==> src/rtl/alarma_recuperacion_if.sv <==
// Signal bundle between the alarm supervisor and whoever drives its flags.
// The supervisor uses the slave view; the stimulus/consumer side uses master.
interface alarma_recuperacion_if;
    logic       persistencia;
    logic       fuera_rango;
    logic       ack;
    logic       alarma;
    logic [1:0] estado;
    logic [2:0] contador_rec;
    logic [7:0] num_alarmas;

    modport master (
        output persistencia,
        output fuera_rango,
        output ack,
        input  alarma,
        input  estado,
        input  contador_rec,
        input  num_alarmas
    );

    modport slave (
        input  persistencia,
        input  fuera_rango,
        input  ack,
        output alarma,
        output estado,
        output contador_rec,
        output num_alarmas
    );
endinterface

==> src/rtl/alarma_recuperacion.sv <==
// Alarm supervisor: raises on persistent out-of-range, clears after M in-range cycles.
// Optional macro ALARMA_ACK_EN adds an operator-acknowledge wait before returning to NORMAL.
module alarma_recuperacion #(
    parameter int unsigned M = 4
) (
    input  logic                  clk,
    input  logic                  arst_n,
    alarma_recuperacion_if.slave  bus
);

    typedef enum logic [1:0] {
        NORMAL      = 2'd0,
        ALARMA      = 2'd1,
        RECUPERANDO = 2'd2,
        ESPERA_ACK  = 2'd3
    } estado_t;

    localparam logic [3:0] M_LIM = 4'(M);

    estado_t    r_estado;
    estado_t    w_estado_sig;
    logic [2:0] r_cnt;
    logic [2:0] w_cnt_sig;
    logic [7:0] r_num;
    logic [7:0] w_num_sig;
    logic       r_alarma;
    logic [3:0] w_cnt_inc;
    logic       w_fin_rec;

    // ">=" rather than "==" lets M=1 exit on the first in-range cycle after entering recovery
    assign w_cnt_inc = {1'b0, r_cnt} + 4'd1;
    assign w_fin_rec = (w_cnt_inc >= M_LIM);

    always_comb begin
        w_estado_sig = r_estado;
        w_cnt_sig    = 3'd0;
        w_num_sig    = r_num;
        case (r_estado)
            NORMAL: begin
                if (bus.persistencia) begin
                    w_estado_sig = ALARMA;
                    if (r_num != 8'hFF) w_num_sig = r_num + 8'd1;
                end
            end
            ALARMA: begin
                if (!bus.fuera_rango) begin
                    w_estado_sig = RECUPERANDO;
                    w_cnt_sig    = 3'd1;
                end
            end
            RECUPERANDO: begin
                if (bus.fuera_rango) begin
                    w_estado_sig = ALARMA;
                end else if (w_fin_rec) begin
`ifdef ALARMA_ACK_EN
                    w_estado_sig = ESPERA_ACK;
`else
                    w_estado_sig = NORMAL;
`endif
                end else begin
                    w_cnt_sig = w_cnt_inc[2:0];
                end
            end
            ESPERA_ACK: begin
                // A fresh excursion outranks an acknowledge arriving in the same cycle
                if (bus.fuera_rango)  w_estado_sig = ALARMA;
                else if (bus.ack)     w_estado_sig = NORMAL;
            end
        endcase
    end

    always_ff @(posedge clk) begin
        if (!arst_n) begin
            r_estado <= NORMAL;
            r_cnt    <= 3'd0;
            r_num    <= 8'd0;
            r_alarma <= 1'b0;
        end else begin
            r_estado <= w_estado_sig;
            r_cnt    <= w_cnt_sig;
            r_num    <= w_num_sig;
            r_alarma <= (w_estado_sig != NORMAL);
        end
    end

    assign bus.alarma       = r_alarma;
    assign bus.estado       = r_estado;
    assign bus.contador_rec = r_cnt;
    assign bus.num_alarmas  = r_num;

endmodule

==> src/flat_wrapper.sv <==
// flat-port wrapper written by rule: the top's interface ports become plain ports
module alarma_recuperacion_flat 
#(
    parameter int unsigned M = 4
)
  (clk, arst_n, bus_persistencia, bus_fuera_rango, bus_ack, bus_alarma, bus_estado, bus_contador_rec, bus_num_alarmas);
  alarma_recuperacion_if bus_i ();
  input  logic clk;
  input  logic arst_n;
  input wire logic [$bits(bus_i.persistencia)-1:0] bus_persistencia;
  input wire logic [$bits(bus_i.fuera_rango)-1:0] bus_fuera_rango;
  input wire logic [$bits(bus_i.ack)-1:0] bus_ack;
  output wire logic [$bits(bus_i.alarma)-1:0] bus_alarma;
  output wire logic [$bits(bus_i.estado)-1:0] bus_estado;
  output wire logic [$bits(bus_i.contador_rec)-1:0] bus_contador_rec;
  output wire logic [$bits(bus_i.num_alarmas)-1:0] bus_num_alarmas;
  assign bus_i.persistencia = bus_persistencia;
  assign bus_i.fuera_rango = bus_fuera_rango;
  assign bus_i.ack = bus_ack;
  assign bus_alarma = bus_i.alarma;
  assign bus_estado = bus_i.estado;
  assign bus_contador_rec = bus_i.contador_rec;
  assign bus_num_alarmas = bus_i.num_alarmas;
  alarma_recuperacion #(.M(M)) u_core (.clk(clk), .arst_n(arst_n), .bus(bus_i));
endmodule
==> config.mk <==
export PLATFORM = sky130hd
export DESIGN_NAME = alarma_recuperacion_flat
export DESIGN_NICKNAME = d
export VERILOG_FILES = /design/src/rtl/alarma_recuperacion_if.sv /design/src/rtl/alarma_recuperacion.sv /design/src/flat_wrapper.sv
export SDC_FILE = /design/constraint.sdc
export NUM_CORES = 1
export LEC_CHECK = 0
export ABC_CLOCK_PERIOD_IN_PS = 1660
export BUFFER_PORTS_ARGS = -buffer_cell sky130_fd_sc_hd__clkbuf_2
export CELL_PAD_IN_SITES_DETAIL_PLACEMENT = 2
export CELL_PAD_IN_SITES_GLOBAL_PLACEMENT = 2
export CORE_ASPECT_RATIO = 2
export CORE_MARGIN = 3
export CORE_UTILIZATION = 26
export CTS_BUF_LIST = sky130_fd_sc_hd__clkbuf_16
export CTS_CLUSTER_DIAMETER = 40
export DETAILED_ROUTE_END_ITERATION = 8
export PLACE_DENSITY_LB_ADDON = 0.1
export SYNTH_ARGS = -nofsm -noshare
export SYNTH_HDL_FRONTEND = slang
export SYNTH_SLANG_ARGS = --single-unit
==> constraint.sdc <==
create_clock -name clk -period 1.66 [get_ports clk]
set_input_delay 0.083 -clock clk [delete_from_list [all_inputs] [get_ports clk]]
set_output_delay 0.083 -clock clk [all_outputs]
set_load 0.05 [all_outputs]
Word-level counts from Yosys, hierarchy flattened
Index checks and enable logic that the tools add are counted.
- bits in registers: 14
- bits of input ports: 5
- output and inout bits: 14
- logic and storage cells: 25
- add/sub/neg operators: 2
- $lt $le $gt $ge: 1
- eq/ne operators: 4
- multiplexer cells: 11
- reductions and logical operators: 3
- operators by type and width (cell ; number):
    2-bit 2-to-1 mux ; 6
    8-bit by 1-bit adder with 8-bit output (second input constant) ; 1
    8-bit inequality test (second input constant) ; 1
    2-bit case mux with 4 select lines ; 1
    3-bit 2-to-1 mux ; 2
    3-bit case mux with 2 select lines ; 1
    3-bit by 1-bit adder with 4-bit output (second input constant) ; 1
    2-bit equality test (second input constant) ; 2
    4-bit by 3-bit greater-or-equal comparator with 1-bit output (second input constant) ; 1
    3-bit AND reduction ; 1
    2-bit by 1-bit equality test with 1-bit output (second input constant) ; 1
    2-bit logical NOT ; 1
    2-bit nonzero test ; 1
    1-bit 2-to-1 mux ; 1

Longest topological paths before layout
Gate-level depths: netlist of the first run.
- word-level depth: 6
- mapped depth: 6

Least setup slack after synthesis of the first run
Ideal clock, no wire load.
- kind: register to register
- from: reg u_core.r_estado[0] (netlist: u_core.bus.estado[0])
- to: reg u_core.r_alarma (netlist: u_core.bus.alarma)
- arrival time: 1957 ps
- required time: 1536 ps
- slack: -420 ps
- stages on the path, launching flop included: 7
- buffers on the path: 0
- period minus slack after synthesis: 2080 ps
- cells stage by stage: dfxtp_1 -> inv_1 -> ha_1 -> nor3b_1 -> a311o_1 -> a311oi_1 -> o21bai_1
- cells in the longest elaborated chain, start to end: 4
- elaborated cells on any way between the ends: 12
- those cells by class: eq/ne (3); mux (7); reduce/logical (2)
- ends and longest elaborated chain (item ; line ; source):
    from (decl) ; alarma_recuperacion.sv:20 ; estado_t r_estado;
    from (signal assigned) ; alarma_recuperacion.sv:79 ; r_estado <= w_estado_sig;
    2-bit 2-to-1 mux (on tied branches) ; alarma_recuperacion.sv:67, alarma_recuperacion.sv:54 ;
    2-bit 2-to-1 mux (on tied branches) ; alarma_recuperacion.sv:66, alarma_recuperacion.sv:52 ;
    2-bit case mux with 4 select lines (*) ; alarma_recuperacion.sv:38 ; case (r_estado)
    2-bit nonzero test (*) ; alarma_recuperacion.sv:82 ; r_alarma <= (w_estado_sig != NORMAL);
    to (signal assigned) ; alarma_recuperacion.sv:82 ;
    to (decl) ; alarma_recuperacion.sv:26 ; logic r_alarma;
Every way passes the cells marked *; elsewhere a longest branch is shown, timed or not.
A chain may end at the register's enable or synchronous reset.

Final worst setup path of the first run
Same ends and word-level chain as after synthesis.

==> metrics.md, run 1 <==
| Metric | Value |
|---|---|
| Worst Path Class, Setup | flop to flop |
| Remaining global-route overflow | 0 |
| Synth Instances | 88 |
| Max Cap Violations | 0 |
| Worst Setup EP | u_core.bus.alarma |
| Netlist Area Pre-Place | 731 µm² |
| Crit path launch type | flop |
| Hold Crit Class | input port to flop |
| Largest net degree at the start of global routing | 9 |
| Max frequency | between 600 and 700 MHz |
| Largest stage delay, worst path | 0.37 ns |
| Synth top area cells | dfxtp_1 (38%), ha_1 (12%), nor2_1 (5.7%) |
| Drt drc | 0 |
| Final hold viol count | 0 |
| Element type at the critical path end | flop |
| Worst VDD drop | ~0.00079 V |
| DP HPWL | 1780 µm |
| Worst r2r src | u_core.bus.estado[0] |
| CTS tree | built |
| DR WL/cell | between 15 and 20 µm |
| Final Max Tran Viols | 0 |
| R2r setup slk | 0.07 ns |
| Worst-path maximum fanout | 5 |
| P per Cell Area | 1620 mW/mm² |
| Placed insts | 137 |
| Worst slack, placed | between 0.01 and 0.015 ns |
| H-tree depth | 1 |
| Clk slew on worst S/H paths | 0.05 ns |
| Via density | 5.30 |
| Outcome | finished, final reports clean |
| Yosys top cell area share | 0.384 |
| Synth area leader | dfxtp_1 |
| Ys Warns | 0 |
| Crit-path slowest cell | dfxtp_4 |
| Number of inserted diodes | 0 |
| Syn_nets | 100 |
| Cells on worst reg2reg path | 6 |
| Critical path cell sequence | inv_2 -> ha_2 -> nor3b_1 -> a311o_1 -> o221a_2 -> o21bai_1 |
| Core Region | roughly 0.0026 mm² |
| Crit path time final | 1.59 ns |
| First-pass DRT Iterations | 2 |
| CTS root buffer | clkbuf_16 |
| WP data arrival | 1.72 ns |
| Rows | 26 |
| DR iter-0 viols | 4 |
| Via count | 748 |
| GPL Wtd Cong | roughly 0.74 |
| Yosys reg bits | 14 |
| P&R area growth vs syn | 33.9% |
| First-pass GRT wire length | 3710 µm |
| Routed Antenna Nets | 0 |
| Max clock buf depth | 2 |
| Ports | 19 |
| Port Buffer Count | 18 |
| Clk sinks | 14 |
| Final setup vio count | 0 |
| Vias in the first global route | 794 |
| Synth Area in Compound Gates | 0.173 |
| Post-Route WL | ~2300 µm |
| Crit. Startpoint | u_core.bus.estado[0] |
| Critical path depth | 6 |
| Simple-Gate Fraction of Synth Area | 0.257 |
| Starting Density | 0.277 |
| Most common cell after layout, fill and taps aside | clkbuf_2 |
| Number of setup buffers added after CTS | 0 |
| Mux share of post-synthesis cell area | 0.0137 |
| Period utilization | 0.956 |
| Layout cells sized above 1 | 0.319 |
| Required @ worst endpoint | 1.79 ns |
| Hold buffers post-CTS | 0 |
| Layout Nets | 126 |
| Buf/Inv on CP | 1 |
| Most frequent cells in the layout | clkbuf_2 (18), nor2_1 (11), nand2_1 (9), dfxtp_1 (8), inv_1 (7) |
| Die Wd | approximately 43 µm |
| RSZ-0062 raised after global routing | yes |
| Clock latency on the worst-skew pair | 0.24 ns |
| R2R Path End | u_core.bus.alarma |
| Initial antenna violation count | 0 |
| Adder-cell share of the synthesized area | 0.120 |
| Total track usage | 0.144 |
| Die area | 0.00352 mm² |
| Post-Layout Cell Count | around 140 |
| Syn avg cell area | 8.30 µm² |
| Chip Height | between 80 and 90 µm |
| Synth Area in XOR/XNOR | 0.0120 |
| Post-synth cell types | 29 |
| Setup ws final | 0.0724 ns |
| CP top delay family | compound AO/OA/AOI/OAI gates |
| Main combinational cell family by area after synthesis | simple AND/OR/NAND/NOR gates |
| Total CTS buffers | 3 |
| Register area share after synthesis | 0.384 |
| Leakage | 0.437 nW |
| Setup Skew | 0.00468 ns |
per-layer routing:
metal | share of wire | global-route usage | routed length [µm]
met1 | 0.32 | 0.118 | 718
met2 | 0.63 | 0.309 | 1420
met3 | 0.031 | 0.0200 | 69
met4 | 0.017 | 0.0634 | 38
met5 | 0 | 0 | 0
where the power goes:
part / leakage, nW / switching (W) / total (W) / internal [W]
clock: 0.0423 / 0.000140 / 0.000458 / 0.000318
combinational: 0.278 / 0.000436 / 0.000649 / 0.000213
sequential: 0.117 / 0.0000658 / 0.000476 / 0.000410
cell families after synthesis:
kind of cell | after synthesis
other cells | 1
mux | 1
simple gates | 38
xor+xnor | 1
buf+inv | 7
flops | 14
fa+ha+maj | 7
compound gates | 19
layout make-up:
cell class	instances	area [µm²]
clock buffers	3	75.1
clock inverters	1	3.75
fillers	309	1660
inverters	7	26.3
multi-input cells	67	435
flip-flops and latches	14	290
well taps	28	35.0
repair buffers	21	113
timing repair:
item,in CTS,in global routing
hold endpoints to repair,0,0
resized for setup,0,2
endpoints found under the setup margin,0,4
synthesized netlist by cell type:
cell and number:
a311oi_1 1, a21oi_1 1, ha_1 7, dfxtp_1 14
and2_4 1, nor3b_1 2, mux2i_1 1, nand3b_1 1
a31oi_1 2, inv_1 7, nand2_1 9, or4_1 1
and3_1 2, o21a_1 1, nand4_1 3, o21ai_0 7
o22ai_1 1, o21bai_1 1, nor2_1 11, a21boi_0 1
nor3_1 1, nor2b_1 2, xor2_1 1, o221a_2 1
conb_1 1, a211oi_1 1, o211ai_1 1, a311o_1 1
nand3_1 5
through the flow:
step	util	cell area, µm²	hold slack, ns	power, W	TNS (ns)
after floorplan	-	749	0.219	0.000962	-0.0328
after global placement	0.340	897	0.458	0.00112	0
after detailed placement	0.340	897	0.466	0.00113	0
after CTS	0.370	976	0.219	0.00160	0
after global routing	0.371	978	0.227	0.00168	-0.0115
final	0.371	978	0.210	0.00158	0
worst min-delay path by stage:
stage,start,endpoint,slack (ns),depth (start not counted)
floorplan,arst_n,u_core.bus.estado[1],0.22,2
global placement,arst_n,u_core.bus.num_alarmas[3],0.46,3
detailed placement,arst_n,u_core.bus.num_alarmas[5],0.47,3
CTS,arst_n,u_core.bus.estado[0],0.22,2
global route,arst_n,u_core.bus.estado[0],0.23,2
finish,arst_n,u_core.bus.estado[0],0.21,2
flip-flops by register name, summed over array words and instances (netlist names):
name / flops
u_core.bus.num_alarmas: 8
u_core.bus.contador_rec: 3
u_core.bus.estado: 2
u_core.bus.alarma: 1
No activity file was read; power rests on OpenSTA's default activity.
==> inputs of run 2 (changes only) <==
Settings changed: BUFFER_PORTS_ARGS -buffer_cell sky130_fd_sc_hd__clkbuf_2 to default, CORE_ASPECT_RATIO 2 to default, CORE_UTILIZATION 26 to 30, DONT_BUFFER_PORTS from default to 1, REMOVE_ABC_BUFFERS from default to 1.
==> run 2 against run 1 <==
Against the previous run: register-to-register slack worse by 0.02 ns; maximum frequency is 1.4% lower; flip-flop and latch count stayed put; clock power is 2% higher; final area is 4.0% higher; clock-buffer cell count stayed put; sequential power hardly changed; largest power group unchanged.
==> metrics.md, run 2 (synthesis results as in run 1) <==
| Metric | Value |
|---|---|
| RSZ-0062 raised after global routing | yes |
| Post-Route WL | 2530 µm (+12%) |
| GR peak layer | met2 |
| Clk sinks | 14 (unchanged) |
| Crit path time final | 1.61 ns (+0.0223 ns) |
| Outcome | finished, final reports clean |
| P&R area growth vs syn | 39.2% |
| Clock latency on the worst-skew pair | 0.25 ns (about the same) |
| Max frequency | 621 MHz (-1.4%) |
| H-tree depth | 1 (unchanged) |
| Hold Crit Class | input port to flop |
| DR WL/cell | 18.3 µm (+15%) |
| Starting Density | 0.324 (+0.0468) |
| Layout cells sized above 1 | 0.282 (-0.0368) |
| Number of flip-flops in the largest register | 8 (unchanged) |
| Period utilization | 0.970 (+0.0134) |
| Die area | 0.00306 mm² (-13%) |
| Slew headroom | 0.667 |
| Critical path cell sequence | inv_2 -> ha_4 -> nor3b_1 -> a311o_1 -> o221a_2 -> o21bai_1 |
| Crit path launch type | flop |
| Placed insts | 133 (-2.9%) |
| CP top delay family | compound AO/OA/AOI/OAI gates |
| Port Buffer Count | 0 (-18) |
| Final hold viol count | 0 (unchanged) |
| Met1 GRT Util | 0.216 (+0.0972) |
| WP data arrival | 1.74 ns (+0.02 ns) |
| Most common cell after layout, fill and taps aside | buf_4 |
| Max clock buf depth | 2 (unchanged) |
| Largest stage delay, worst path | 0.37 ns (about the same) |
| Chip Height | 55.4 µm (-32%) |
| First-pass DRT Iterations | 4 (+2) |
| First-pass GRT wire length | 4110 µm (+11%) |
| CTS root buffer | clkbuf_16 |
| Element type at the critical path end | flop |
| DP HPWL | 1760 µm (-1.3%) |
| Placed cell areas | 893 µm² (-0.42%) |
| Setup Skew | 0.00225 ns (-0.00243 ns) |
| Worst VDD drop | 0.000748 V (-5.3%) |
| Met3 usage | 0.0491 (+0.0291) |
| Post-layout instance area | 0.00102 mm² (+4.0%) |
| Fill count | 258 (-17%) |
| Largest net degree at the start of global routing | 8 (-1) |
| Final Max Tran Viols | 0 (unchanged) |
| Remaining global-route overflow | 0 (unchanged) |
| CTS tree | built |
| P per Cell Area | 1680 mW/mm² (+3.9%) |
| DR iter-0 viols | 17 (+13) |
| Util after Layout | 0.451 (+0.0798) |
| Buf/Inv on CP | 1 (unchanged) |
| Number of inserted diodes | 0 (unchanged) |
| Met2 usage | 0.275 (-0.0333) |
| Die Wd | 55.4 µm (+27%) |
| Max Cap Violations | 0 (unchanged) |
| Least-Margin Pin Slew | 0.499 ns |
| Rows | 17 (-35%) |
| GPL Wtd Cong | 0.712 (-3.6%) |
| Clk slew on worst S/H paths | 0.05 ns (about the same) |
| Core Region | 0.00225 mm² (-14%) |
| Via count | 737 (-1.5%) |
| Final setup vio count | 0 (unchanged) |
| Ports | 19 (unchanged) |
| Total track usage | 0.171 (+0.0268) |
| WHS | 0.0100 ns (-0.200 ns) |
| Layout Nets | 124 (-1.6%) |
| Required @ worst endpoint | 1.79 ns (about the same) |
| Routed Antenna Nets | 0 (unchanged) |
| Total CTS buffers | 3 (unchanged) |
| Leakage | 0.431 nW (-1.3%) |
| Crit-path slowest cell | a311o_1 |
| Worst Path Class, Setup | flop to flop |
| Drt drc | 0 (unchanged) |
| Total power | 0.00171 W (+8.0%) |
| Via density | 5.34 (+0.67%) |
| Most frequent cells in the layout | buf_4 (18), dfxtp_1 (14), nor2_1 (11), nand2_1 (9), o21ai_0 (6) |
| Vias in the first global route | 817 (+2.9%) |
| Initial antenna violation count | 0 (unchanged) |
| Post-Layout Cell Count | 138 (-2.1%) |
| Worst-path maximum fanout | 5 (unchanged) |
-- run 2: metrics by stage --
step | setup TNS (ns) | setup WS, ns
6_report | 0 | 0.0501
5_1_grt | -0.0112 | -0.0112
4_1_cts | 0 | 0.00492
3_5_place_dp | -0.0846 | -0.0504
3_3_place_gp | 0 | 0.0428
2_1_floorplan | -1.37 | -0.420
-- run 2: area by class of cell --
type                    instances  area (µm²)  area share
inverters                       7        26.3      0.0258
multi-input cells              67         455       0.448
flip-flops and latches         14         280       0.276
repair buffers                 19         145       0.143
well taps                      28        35.0      0.0344
clock buffers                   3        75.1      0.0738
-- run 2: routing by layer --
layer	vias up	routed length [µm]	share of wire
met2	15	1220	0.48
met3	5	123	0.049
met5	-	0	0
met1	361	1150	0.45
li1	356	-	-
met4	0	40	0.016
-- run 2: path summary, 6_finish.rpt --
check	start	endpoint	slack, ns	depth (start not counted)
max	u_core.bus.estado[0]	u_core.bus.alarma	0.05	6
min	arst_n	u_core.bus.estado[1]	0.01	2
max reg2reg	u_core.bus.estado[0]	u_core.bus.alarma	0.05	6
min reg2reg	u_core.bus.contador_rec[1]	u_core.bus.contador_rec[1]	0.62	3
-- run 2: power breakdown --
group,internal (W),switching (W),total (W),leakage [nW]
clock,0.000316,0.000150,0.000466,0.0370
sequential,0.000395,0.0000833,0.000478,0.114
combinational,0.000297,0.000469,0.000766,0.280
-- run 2: what timing repair did --
item                                    CTS  global route
hold buffers                              1             0
setup buffers                             0             1
pin swaps                                 3             3
resized for setup                         2             8
endpoints found under the hold margin     4             0
gates cloned                              0             0
endpoints found under the setup margin    2             7
